File: config.mk
export PLATFORM = sky130hd
export DESIGN_NAME = seq_mul_accumulate_unit
export DESIGN_NICKNAME = d
export VERILOG_FILES = /design/src/rtl/seq_mul_accumulate_unit.sv
export SDC_FILE = /design/constraint.sdc
export NUM_CORES = 1
export LEC_CHECK = 0
export BUFFER_PORTS_ARGS = -buffer_cell sky130_fd_sc_hd__buf_2
export CELL_PAD_IN_SITES_DETAIL_PLACEMENT = 1
export CELL_PAD_IN_SITES_GLOBAL_PLACEMENT = 2
export CORE_ASPECT_RATIO = 0.7
export CORE_MARGIN = 3
export CORE_UTILIZATION = 35
export CTS_CLUSTER_SIZE = 12
export DETAILED_ROUTE_END_ITERATION = 10
export GPL_TIMING_DRIVEN = 0
export PLACE_DENSITY_LB_ADDON = 0.05
export SYNTH_ARGS = -nofsm -noshare
export SYNTH_HDL_FRONTEND = slang
export SYNTH_SLANG_ARGS = --single-unit
File: constraint.sdc
create_clock -name clk -period 16 [get_ports clk]
set_clock_uncertainty 0.15 [all_clocks]
set_input_delay 4.8 -clock clk [delete_from_list [all_inputs] [get_ports clk]]
set_output_delay 4.8 -clock clk [all_outputs]
set_load 0.02 [all_outputs]
File: src/rtl/seq_mul_accumulate_unit.sv
// Iterative 32x32 shift-add multiply-accumulate for MUL/MLA/xMULL/xMLAL.
// Optional early exit on zero remaining multiplier: SEQ_MUL_EARLY_TERMINATE_EN.
module seq_mul_accumulate_unit (
  input  logic        clk,
  input  logic        rst_n,
  input  logic        in_valid,
  output logic        in_ready,
  input  logic [31:0] op_a,
  input  logic [31:0] op_b,
  input  logic [63:0] acc_in,
  input  logic        is_signed,
  input  logic        accumulate,
  output logic        out_valid,
  input  logic        out_ready,
  output logic [63:0] product,
  output logic        busy
);

  typedef enum logic [1:0] {
    S_IDLE,
    S_RUN,
    S_FIXUP,
    S_DONE
  } state_t;

  state_t      r_state;
  logic [31:0] r_mcand;
  logic [31:0] r_mplier;
  logic [4:0]  r_cnt;
  logic [63:0] r_sum;
  logic [63:0] r_acc;
  logic        r_acc_en;
  logic        r_neg;
  logic        r_out_valid;
  logic [63:0] r_product;

  logic [31:0] w_mag_a;
  logic [31:0] w_mag_b;
  logic [63:0] w_pp;
  logic [31:0] w_mplier_nxt;
  logic        w_last;
  logic [63:0] w_signed_sum;
  logic [63:0] w_fix;

  // -2^31 negates to itself, which is the correct unsigned magnitude
  assign w_mag_a = (is_signed && op_a[31]) ? (~op_a + 32'd1) : op_a;
  assign w_mag_b = (is_signed && op_b[31]) ? (~op_b + 32'd1) : op_b;

  assign w_pp = r_mplier[0] ? ({32'd0, r_mcand} << r_cnt) : 64'd0;
  assign w_mplier_nxt = {1'b0, r_mplier[31:1]};

`ifdef SEQ_MUL_EARLY_TERMINATE_EN
  assign w_last = (r_cnt == 5'd31) || (w_mplier_nxt == 32'd0);
`else
  assign w_last = (r_cnt == 5'd31);
`endif

  assign w_signed_sum = r_neg ? (~r_sum + 64'd1) : r_sum;
  assign w_fix = w_signed_sum + (r_acc_en ? r_acc : 64'd0);

  always_ff @(posedge clk or negedge rst_n) begin
    if (!rst_n) begin
      r_state     <= S_IDLE;
      r_mcand     <= 32'd0;
      r_mplier    <= 32'd0;
      r_cnt       <= 5'd0;
      r_sum       <= 64'd0;
      r_acc       <= 64'd0;
      r_acc_en    <= 1'b0;
      r_neg       <= 1'b0;
      r_out_valid <= 1'b0;
      r_product   <= 64'd0;
    end else begin
      unique case (r_state)
        S_IDLE: begin
          if (in_valid) begin
            r_mcand  <= w_mag_a;
            r_mplier <= w_mag_b;
            r_neg    <= is_signed & (op_a[31] ^ op_b[31]);
            r_acc    <= acc_in;
            r_acc_en <= accumulate;
            r_sum    <= 64'd0;
            r_cnt    <= 5'd0;
            r_state  <= S_RUN;
          end
        end
        S_RUN: begin
          r_sum    <= r_sum + w_pp;
          r_mplier <= w_mplier_nxt;
          r_cnt    <= r_cnt + 5'd1;
          if (w_last) r_state <= S_FIXUP;
        end
        S_FIXUP: begin
          r_product   <= w_fix;
          r_out_valid <= 1'b1;
          r_state     <= S_DONE;
        end
        S_DONE: begin
          if (out_ready) begin
            r_out_valid <= 1'b0;
            r_state     <= S_IDLE;
          end
        end
        default: r_state <= S_IDLE;
      endcase
    end
  end

  assign in_ready  = (r_state == S_IDLE);
  assign busy      = (r_state == S_RUN) || (r_state == S_FIXUP);
  assign out_valid = r_out_valid;
  assign product   = r_product;

endmodule
==> results.ini, run 1 <==
[outcome]
outcome=finished clean

[yosys]
synth_nets=2933
seq_area_frac_synth_pct=29.84
syn-cell-area_mm2=0.02231
synth-xor-area-share_pct=9.187
synth_cell_type_count=78
yosysWarningCount=0
synth_top_family_by_area=compound AO/OA/AOI/OAI gates
syn_avg_cell_area_um2=8.380
synthMuxAreaShare_pct=10.19
synth_compound_area_share_pct=21.77
async_flop_share_pct=100.0
syn_inst=2662
synthAdderAreaFrac_pct=7.751
synth_edf_count=0
synthSimpleGateAreaFrac_pct=17.72
synthFlopType=dfrtp_1
ys_ff_latch=266

[detailed_routing]
drc=0
ant_nets=0
vias=21230
dr.pass1.iters=7
drt-initial-drc-count=1418
wl_um=83910
drt-vias-per-instance=5.673
wl_per_cell_um=22.42

[clock_tree]
post_cts_buffers=0
cts_tree=built
cts_sinks=266
cts_resized=0
root_buffer=clkbuf_16
hold_buffers=0
insertion_delay_ns=0.59
cts_buffers=31
clockBufferDepth=3
htree_levels=1
path_clk_slew_ns=0.06

[sta]
hold_ws_ns=0.3296
postLayoutSetupSlackWorst_ns=8.483
final_hold_viol_count=0
slew_violations=0
setup_viol=0
tightest_slew_ns=1.290
fmax_ghz=0.1330
fin_crit_sh_pct=46.98
post-route-min-period_ns=7.517
finalSetupTns_ns=0
slew-limit-headroom_pct=13.98
rsz0062_at_grt=false

[die]
start_util_pct=35.82
dieArea_mm2=0.06685
core_mm2=0.06228
die_w_um=307.7
ioPinCount=201
die_height_um=217.2
row_count=76

[critical_path]
arrival_ns=7.83
required_ns=16.31
r2r-start=r_cnt[0]
ff2ff_path_depth=22
cp-startpoint=op_b[0]
critPathMaxFanout=5
critPathSlowestCell=a21boi_0
cpMostUsedCell=a21oi_1
critPathCapture=r_mplier[27]
cp-end-kind=flop
crit_type=input pin to flop
ff2ff_setup_slack_ns=8.66
cpPeakStageDelay_ns=0.64
r2r_end=r_sum[62]
crit_path_cell_trace=buf_2 > or4_1 > o41ai_1 > a21boi_0 > nand3_1 > a21oi_1 > xor2_1 > nor2_1 > a21oi_1 > a21oi_1
cp-start-kind=input pin

[power]
p_sw_share_pct=51.46
p_sw_mw=2.842
internal-power_mw=2.681
power_frac_comb_pct=65.4
p_leak_nw=11.05
pwr-share-clk_pct=12.9
peakVddDrop_uv=105.3
seqPwrFrac_pct=21.7
power.density_mw_per_mm2=217.4

[place]
place_ws_ns=7.887
dpl.cell_count=3683
dp_hpwl_um=68160
port_buffers=200
place_congestion=0.9270
placed_cell_area_mm2=0.02440

[hold_path]
min_path_type=flop to flop

[grt]
grt.overflow.total=0
grt_antenna_before_repair=5
grt_pass1_vias=21860
grt_pass1_wl_um=129600
grt_use_total_pct=24.71
grt_max_degree=118

[flow_run]
maxCapViolCount=0

[layout]
fin_area_mm2=0.02540
nets=3168
drive_gt1_share_pct=14.69
area_delta_synth_final_pct=13.87
final_cells=3743

-- worst min-delay path by stage --
stage	startpoint	to	slack, ns	cells after the start
detailed placement	r_mplier[6]	r_mplier[6]	0.32	2
global placement	r_mplier[14]	r_mplier[14]	0.31	2
CTS	r_mplier[6]	r_mplier[6]	0.34	2
finish	r_mplier[31]	r_mplier[31]	0.33	2
floorplan	r_mplier[14]	r_mplier[14]	0.29	2
global route	r_mplier[31]	r_mplier[31]	0.36	2
-- routing by layer --
metal | GRT usage (%) | up-vias | wire length [µm]
li1 | - | 10110 | -
met1 | 37.15 | 10630 | 42500
met2 | 37.15 | 430 | 35380
met3 | 4.543 | 68 | 4607
met4 | 4.231 | 0 | 1427
met5 | 0 | - | 0
-- per-stage QoR --
step	total power [mW]	utilization, %
2_1_floorplan	3.589	-
5_1_grt	5.984	40.77
6_report	5.523	40.78
4_1_cts	5.529	40.77
3_3_place_gp	4.695	39.07
3_5_place_dp	4.780	39.17
-- synthesized netlist by cell type, types with 41 or more instances --
library cell | number | area share, %
mux2_2 | 136 | 6.9
xor2_1 | 79 | 3.1
a21o_1 | 76 | 2.6
and2_1 | 84 | 2.4
dfrtp_1 | 266 | 30
a21oi_1 | 222 | 5.0
xnor2_1 | 155 | 6.1
ha_1 | 135 | 7.6
nand4_1 | 41 | 1.1
o21ai_0 | 248 | 5.6
nor2_1 | 193 | 3.2
nand2_1 | 326 | 5.5
inv_1 | 50 | 0.84
clkbuf_1 | 134 | 2.3
-- area by class of cell --
| cell class | instances | area, µm² |
|---|---|---|
| fillers | 7539 | 36880 |
| flip-flops and latches | 266 | 6656 |
| plain buffers | 156 | 599.3 |
| clock buffers | 45 | 888.4 |
| diodes | 3 | 7.507 |
| repair buffers | 202 | 1066 |
| inverters | 51 | 191.4 |
| clock inverters | 12 | 107.6 |
| well taps | 819 | 1025 |
| multi-input cells | 2189 | 14860 |
-- kinds of logic (layout without fill, tap and decap cells) --
logic type	Yosys count	count (layout)
buf+inv	207	466
mux	190	190
simple gates	836	836
compound gates	792	792
other cells	0	3
flops	266	266
fa+ha+maj	137	137
xor+xnor	234	234
-- power groups by stage --
stage          registers, mW  logic (mW)  clock network [mW]
6_report                1.20        3.61               0.714
5_1_grt                 1.24        3.98               0.768
4_1_cts                 1.20        3.59               0.739
3_5_place_dp            1.21        3.57                   0
3_3_place_gp            1.19        3.50                   0
2_1_floorplan           1.21        2.38                   0
-- cell usage in the layout, fill, tap and decap left out, types with 18 or more instances in the layout --
cell type	instances
nand2b_1	19
a21oi_1	222
buf_1	18
and2_1	84
ha_1	135
buf_2	201
or3_1	18
dfrtp_1	266
inv_1	50
o31ai_1	38
xnor2_1	155
a21o_1	76
nor2_1	193
a31oi_1	30
nand4_1	41
o22ai_1	23
nor3_1	30
nand3_1	29
o21bai_1	27
o21ai_0	248
mux2i_1	38
o41ai_1	20
or4_1	19
xor2_1	79
mux2_2	136
nand2_1	326
clkbuf_1	142
clkbuf_16	31
-- state kept, by name (all words and copies together) (netlist names) --
| name | cells |
|---|---|
| r_cnt | 5 |
| r_state | 2 |
| product | 64 |
| r_neg | 1 |
| r_acc | 64 |
| r_mcand | 32 |
| out_valid | 1 |
| r_sum | 64 |
| r_mplier | 32 |
| r_acc_en | 1 |
-- critical path: cells and delay by family --
kind                   cells  cell delay, ns
buffers and inverters      1            0.12
AND/OR/NAND/NOR            3            1.02
AO/OA/AOI/OAI              5            1.69
XOR/XNOR                   1            0.19
Note: power is estimated with default switching activity, not from simulation.
==> run 2, diff against run 1 <==
- ABC_AREA: not set -> 1
- CORE_UTILIZATION: 35 -> 29
- clock period: 16 -> 6.25 ns (I/O delays scaled with it)
==> results.ini, run 2 <==
[die]
dieArea_mm2=0.09912
row_count=94
die_w_um=375.0
ioPinCount=201
die_height_um=264.3
start_util_pct=29.34
core_mm2=0.09421

[sta]
tightest_slew_ns=1.455
slew_violations=0
fmax_ghz=0.1977
setup_viol=0
fin_crit_sh_pct=80.91
final_hold_viol_count=0
rsz0062_at_grt=false
slew-limit-headroom_pct=2.975
post-route-min-period_ns=5.057

[power]
peakVddDrop_uv=212.5
p_leak_nw=18.36
power.density_mw_per_mm2=508.7
p_total_mw=16.02

[yosys]
ys_ff_latch=266
yosys.area.top_type=nand2_1
synth_top_area_share_pct=27.63
synth_nets=5174
synth_cell_type_count=55
synthFlopType=dfrtp_1
syn-cell-area_mm2=0.02764
syn_inst=4903
synth_edf_count=0
syn_avg_cell_area_um2=5.638
async_flop_share_pct=100.0
ys_top_cells_by_area=nand2_1 28%, dfrtp_1 24%, inv_1 11%
yosysWarningCount=0
synth_common_cells=2035 x nand2_1, 844 x inv_1, 428 x nor2_1
synth.most_common_cell=nand2_1
seq_area_frac_synth_pct=24.08

[clock_tree]
htree_levels=2
hold_buffers=0
cts_resized=0
path_clk_slew_ns=0.06
cts_buffers=36
post_cts_buffers=0
insertion_delay_ns=0.59
root_buffer=clkbuf_16
cts_tree=built
clockBufferDepth=3
cts_sinks=266

[hold_path]
holdPathEnd=product[1]
min_path_type=flop to flop
hold_start=product[1]
whs_path_depth=2

[layout]
multi_input_area_mm2=0.01729
layout_common_cells=2035 x nand2_1, 844 x inv_1, 428 x nor2_1
ff_latch_area_mm2=0.006656
num-fill-cells=12880
area_delta_synth_final_pct=13.90
drive_gt1_share_pct=6.598
nets=5417
layout_commonest_cell=nand2_1
final_cells=6418

[place]
dp_hpwl_um=117600
dpl.cell_count=6355
port_buffers=200
place_congestion=0.9680

[detailed_routing]
drt-initial-drc-count=2753
drt-vias-per-instance=4.879
wl_um=137700
vias=31310
ant_nets=0
wl_per_cell_um=21.45
dr.pass1.iters=6
drc=0

[critical_path]
ff2ff_setup_slack_ns=1.19
r2r_end=r_sum[52]
cp-startpoint=r_cnt[4]
ff2ff_path_depth=16
crit_type=flop to flop
required_ns=6.57
r2r-start=r_cnt[4]
cp-start-kind=flop
critPathSlowestCell=o32ai_1
cpMostUsedCell=nand2_1
crit_path_cell_trace=nor2_1 > inv_1 > clkbuf_1 > o32ai_1 > ha_1 > nand2_1 > nor2_1 > nand2_1 > inv_1 > nand2_1 > nor2_1 > nand2_1 > nand3_1 > nand2_1 > nand3_1 > nand2_1
cpPeakStageDelay_ns=1.08
critPathMaxFanout=10
cp-end-kind=flop
arrival_ns=5.38

[grt]
grt_antenna_before_repair=4
grt_max_degree=108
grt_pass1_vias=30380
grt.overflow.total=0
grt_pass1_wl_um=201100
grt_use_total_pct=27.26

[outcome]
outcome=finished clean

[flow_run]
maxCapViolCount=0

## run 2: critical path: cells and delay by family, from the launching register on
family	cells	cell delay [ns]
AO/OA/AOI/OAI	1	1.08
adder cells (fa/ha/maj)	1	0.39
buffers and inverters	3	0.84
flip-flops	1	0.43
AND/OR/NAND/NOR	11	2.06
## run 2: per-layer routing
layer	up-vias	global-route usage (%)	part of all wire [%]
li1	15560	-	-
met3	82	7.923	8.9
met2	755	34.34	35
met4	0	4.023	1.4
met5	-	0	0
met1	14920	44.59	55
## run 2: final cells by class
type,count,area share [%]
Antenna cell,2,0.01590
Buffer,118,1.574
Clock buffer,46,3.080
Clock inverter,14,0.5604
Inverter,852,10.16
Multi-Input combinational cell,3667,54.93
Sequential cell,266,21.14
Tap cell,1248,4.960
Timing Repair Buffer,205,3.577
## run 2: where the power goes
| part | internal, mW | total [mW] | switching, mW | leakage (nW) |
|---|---|---|---|---|
| clock | 1.22 | 2.15 | 0.928 | 0.553 |
| combinational | 3.05 | 10.9 | 7.85 | 14.4 |
| sequential | 2.45 | 2.97 | 0.521 | 3.39 |
## run 2: stage by stage
step	hold WS (ns)	instance area, µm²	setup TNS (ns)	setup WS (ns)	utilization [%]
CTS	0.3163	31450	0	1.505	33.38
detailed placement	0.3038	30300	0	1.529	32.17
global route	0.3494	31480	0	0.9642	33.41
global placement	0.3013	30200	-669.39	-2.614	32.06
finish	0.3113	31480	0	1.193	33.42
floorplan	0.2987	27640	0	2.929	-
## run 2: worst max path at each step
stage	to	slack [ns]	cells past startpoint
floorplan	r_mplier[20]	2.93	12
global placement	r_mplier[6]	-2.61	1
detailed placement	product[62]	1.53	19
CTS	product[62]	1.51	19
global route	r_sum[60]	0.96	19
finish	r_sum[52]	1.19	16
## run 2: cell families (layout without fill, tap and decap cells)
family          count (synthesis)  count (layout)  share of synthesized area, %
fa+ha+maj                     137             137                         6.256
xor+xnor                      118             118                         3.739
mux                             4               4                        0.1449
other cells                     0               2                             0
simple gates                 2888            2888                         42.16
flops                         266             266                         24.08
buf+inv                       970            1235                         13.35
compound gates                520             520                         10.27
==> run 3, diff against run 2 <==
- clock period: 6.25 -> 4.15 ns (I/O delays scaled with it)
==> results.ini, run 3 (synthesis results as in run 2) <==
[layout]
layout_common_cells=1972 x nand2_1, 835 x inv_1, 352 x nor2_1
drive_gt1_share_pct=12.84
area_delta_synth_final_pct=19.94
fin_util_pct=35.19
layout_commonest_cell=nand2_1
nets=5453

[detailed_routing]
ant_nets=0
drt-vias-per-instance=4.895
drc=0
vias=31590
wl_per_cell_um=21.53
wl_um=139000
dr.pass1.iters=6
drt-initial-drc-count=2497

[die]
die_w_um=375.0
row_count=94
core_mm2=0.09421
ioPinCount=201
start_util_pct=29.34
dieArea_mm2=0.09912
die_height_um=264.3

[sta]
postLayoutSetupSlackWorst_ns=0.05444
slew_violations=0
fin_crit_sh_pct=98.69
slew-limit-headroom_pct=8.137
final_hold_viol_count=0
post-route-min-period_ns=4.096
tightest_slew_ns=1.378
setup_viol=0
fmax_ghz=0.2442
rsz0062_at_grt=true
finalSetupTns_ns=0
hold_ws_ns=0.3114

[critical_path]
required_ns=4.46
crit_type=flop to flop
cp-start-kind=flop
critPathMaxFanout=5
cp-end-kind=flop
arrival_ns=4.40

[grt]
grt_pass1_wl_um=201500
grt_max_degree=108
grt_use_total_pct=27.31
grt_pass1_vias=30460
met1_usage_pct=44.73
met3_usage_pct=7.578
use_met2_pct=34.56
grt.overflow.total=0
grt_busiest_layer=met1
grt_antenna_before_repair=3

[clock_tree]
root_buffer=clkbuf_16
insertion_delay_ns=0.59
htree_levels=2
hold_buffers=0
path_clk_slew_ns=0.07
cts_sinks=266
cts_buffers=36
clockBufferDepth=3
cts_tree=built

[power]
peakVddDrop_uv=320.9
power.density_mw_per_mm2=774.5
p_leak_nw=18.70

[place]
place_congestion=0.9680
port_buffers=200
place_ws_ns=-0.5705
dp_hpwl_um=117600

[flow_run]
maxCapViolCount=0

[outcome]
outcome=finished clean

[hold_path]
min_path_type=flop to flop

[run 3: repair_timing]
action,in CTS,in global routing
setup buffers,10,28
gates resized for setup,75,328
cloned,0,0
pin swaps,8,50
setup endpoints to repair,90,85
[run 3: final cells by class]
cell class | instances | area, µm²
Sequential cell | 266 | 6668
Antenna cell | 2 | 5.005
Fill cell | 12710 | 61050
Timing Repair Buffer | 242 | 1399
Buffer | 117 | 540.5
Clock buffer | 46 | 969.7
Tap cell | 1248 | 1562
Clock inverter | 14 | 176.4
Multi-Input combinational cell | 3667 | 18630
Inverter | 852 | 3202
[run 3: path summary, 6_finish.rpt]
| path | start | to | slack, ns | cells after the start |
|---|---|---|---|---|
| setup / recovery | r_sum[45] | product[58] | 0.05 | 21 |
| hold / removal | product[1] | product[1] | 0.31 | 2 |
| setup reg to reg | r_sum[45] | product[58] | 0.05 | 21 |
| hold reg to reg | product[1] | product[1] | 0.31 | 2 |
| max in group asynchronous | rst_n | r_cnt[1] | 2.34 | 2 |
| min in group asynchronous | rst_n | product[4] | 0.44 | 1 |
[run 3: critical path, cell delays in order, from the launching register on]
cell	delay, ns
dfrtp_2	0.50
nor2_1	0.23
nand3_1	0.16
nor2_1	0.24
nand2_2	0.21
nor2_1	0.13
nand2_1	0.21
xor2_1	0.21
nand2_1	0.08
nand2_1	0.09
ha_1	0.40
nand2_1	0.17
nor2_2	0.22
nand2_1	0.07
inv_1	0.16
nand2_1	0.11
nor2_1	0.11
nand2_1	0.15
nand2_1	0.12
nand2_1	0.05
nand3_1	0.12
nand2_1	0.07
[run 3: power breakdown]
group | internal (mW) | total [mW] | leakage, nW | switching [mW]
clock | 1.84 | 3.24 | 0.553 | 1.39
combinational | 5.38 | 17.9 | 14.8 | 12.6
sequential | 3.69 | 4.51 | 3.37 | 0.812
[run 3: layer usage]
metal  share of wire (%)  vias up  routed length (µm)
li1                    -    15620                   -
met1                  54    15150               75270
met2                  36      752               49740
met3                 8.7       72               12090
met4                 1.2        2                1710
met5                0.11        -                 151
[run 3: through the flow]
stage	power, mW	instance area, µm²	cells
final	25.68	33150	6454
after global routing	27.77	33150	6452
after CTS	24.36	31770	6425
after detailed placement	20.65	30300	6355
after global placement	20.45	30200	6351
after floorplan	14.38	27640	4903
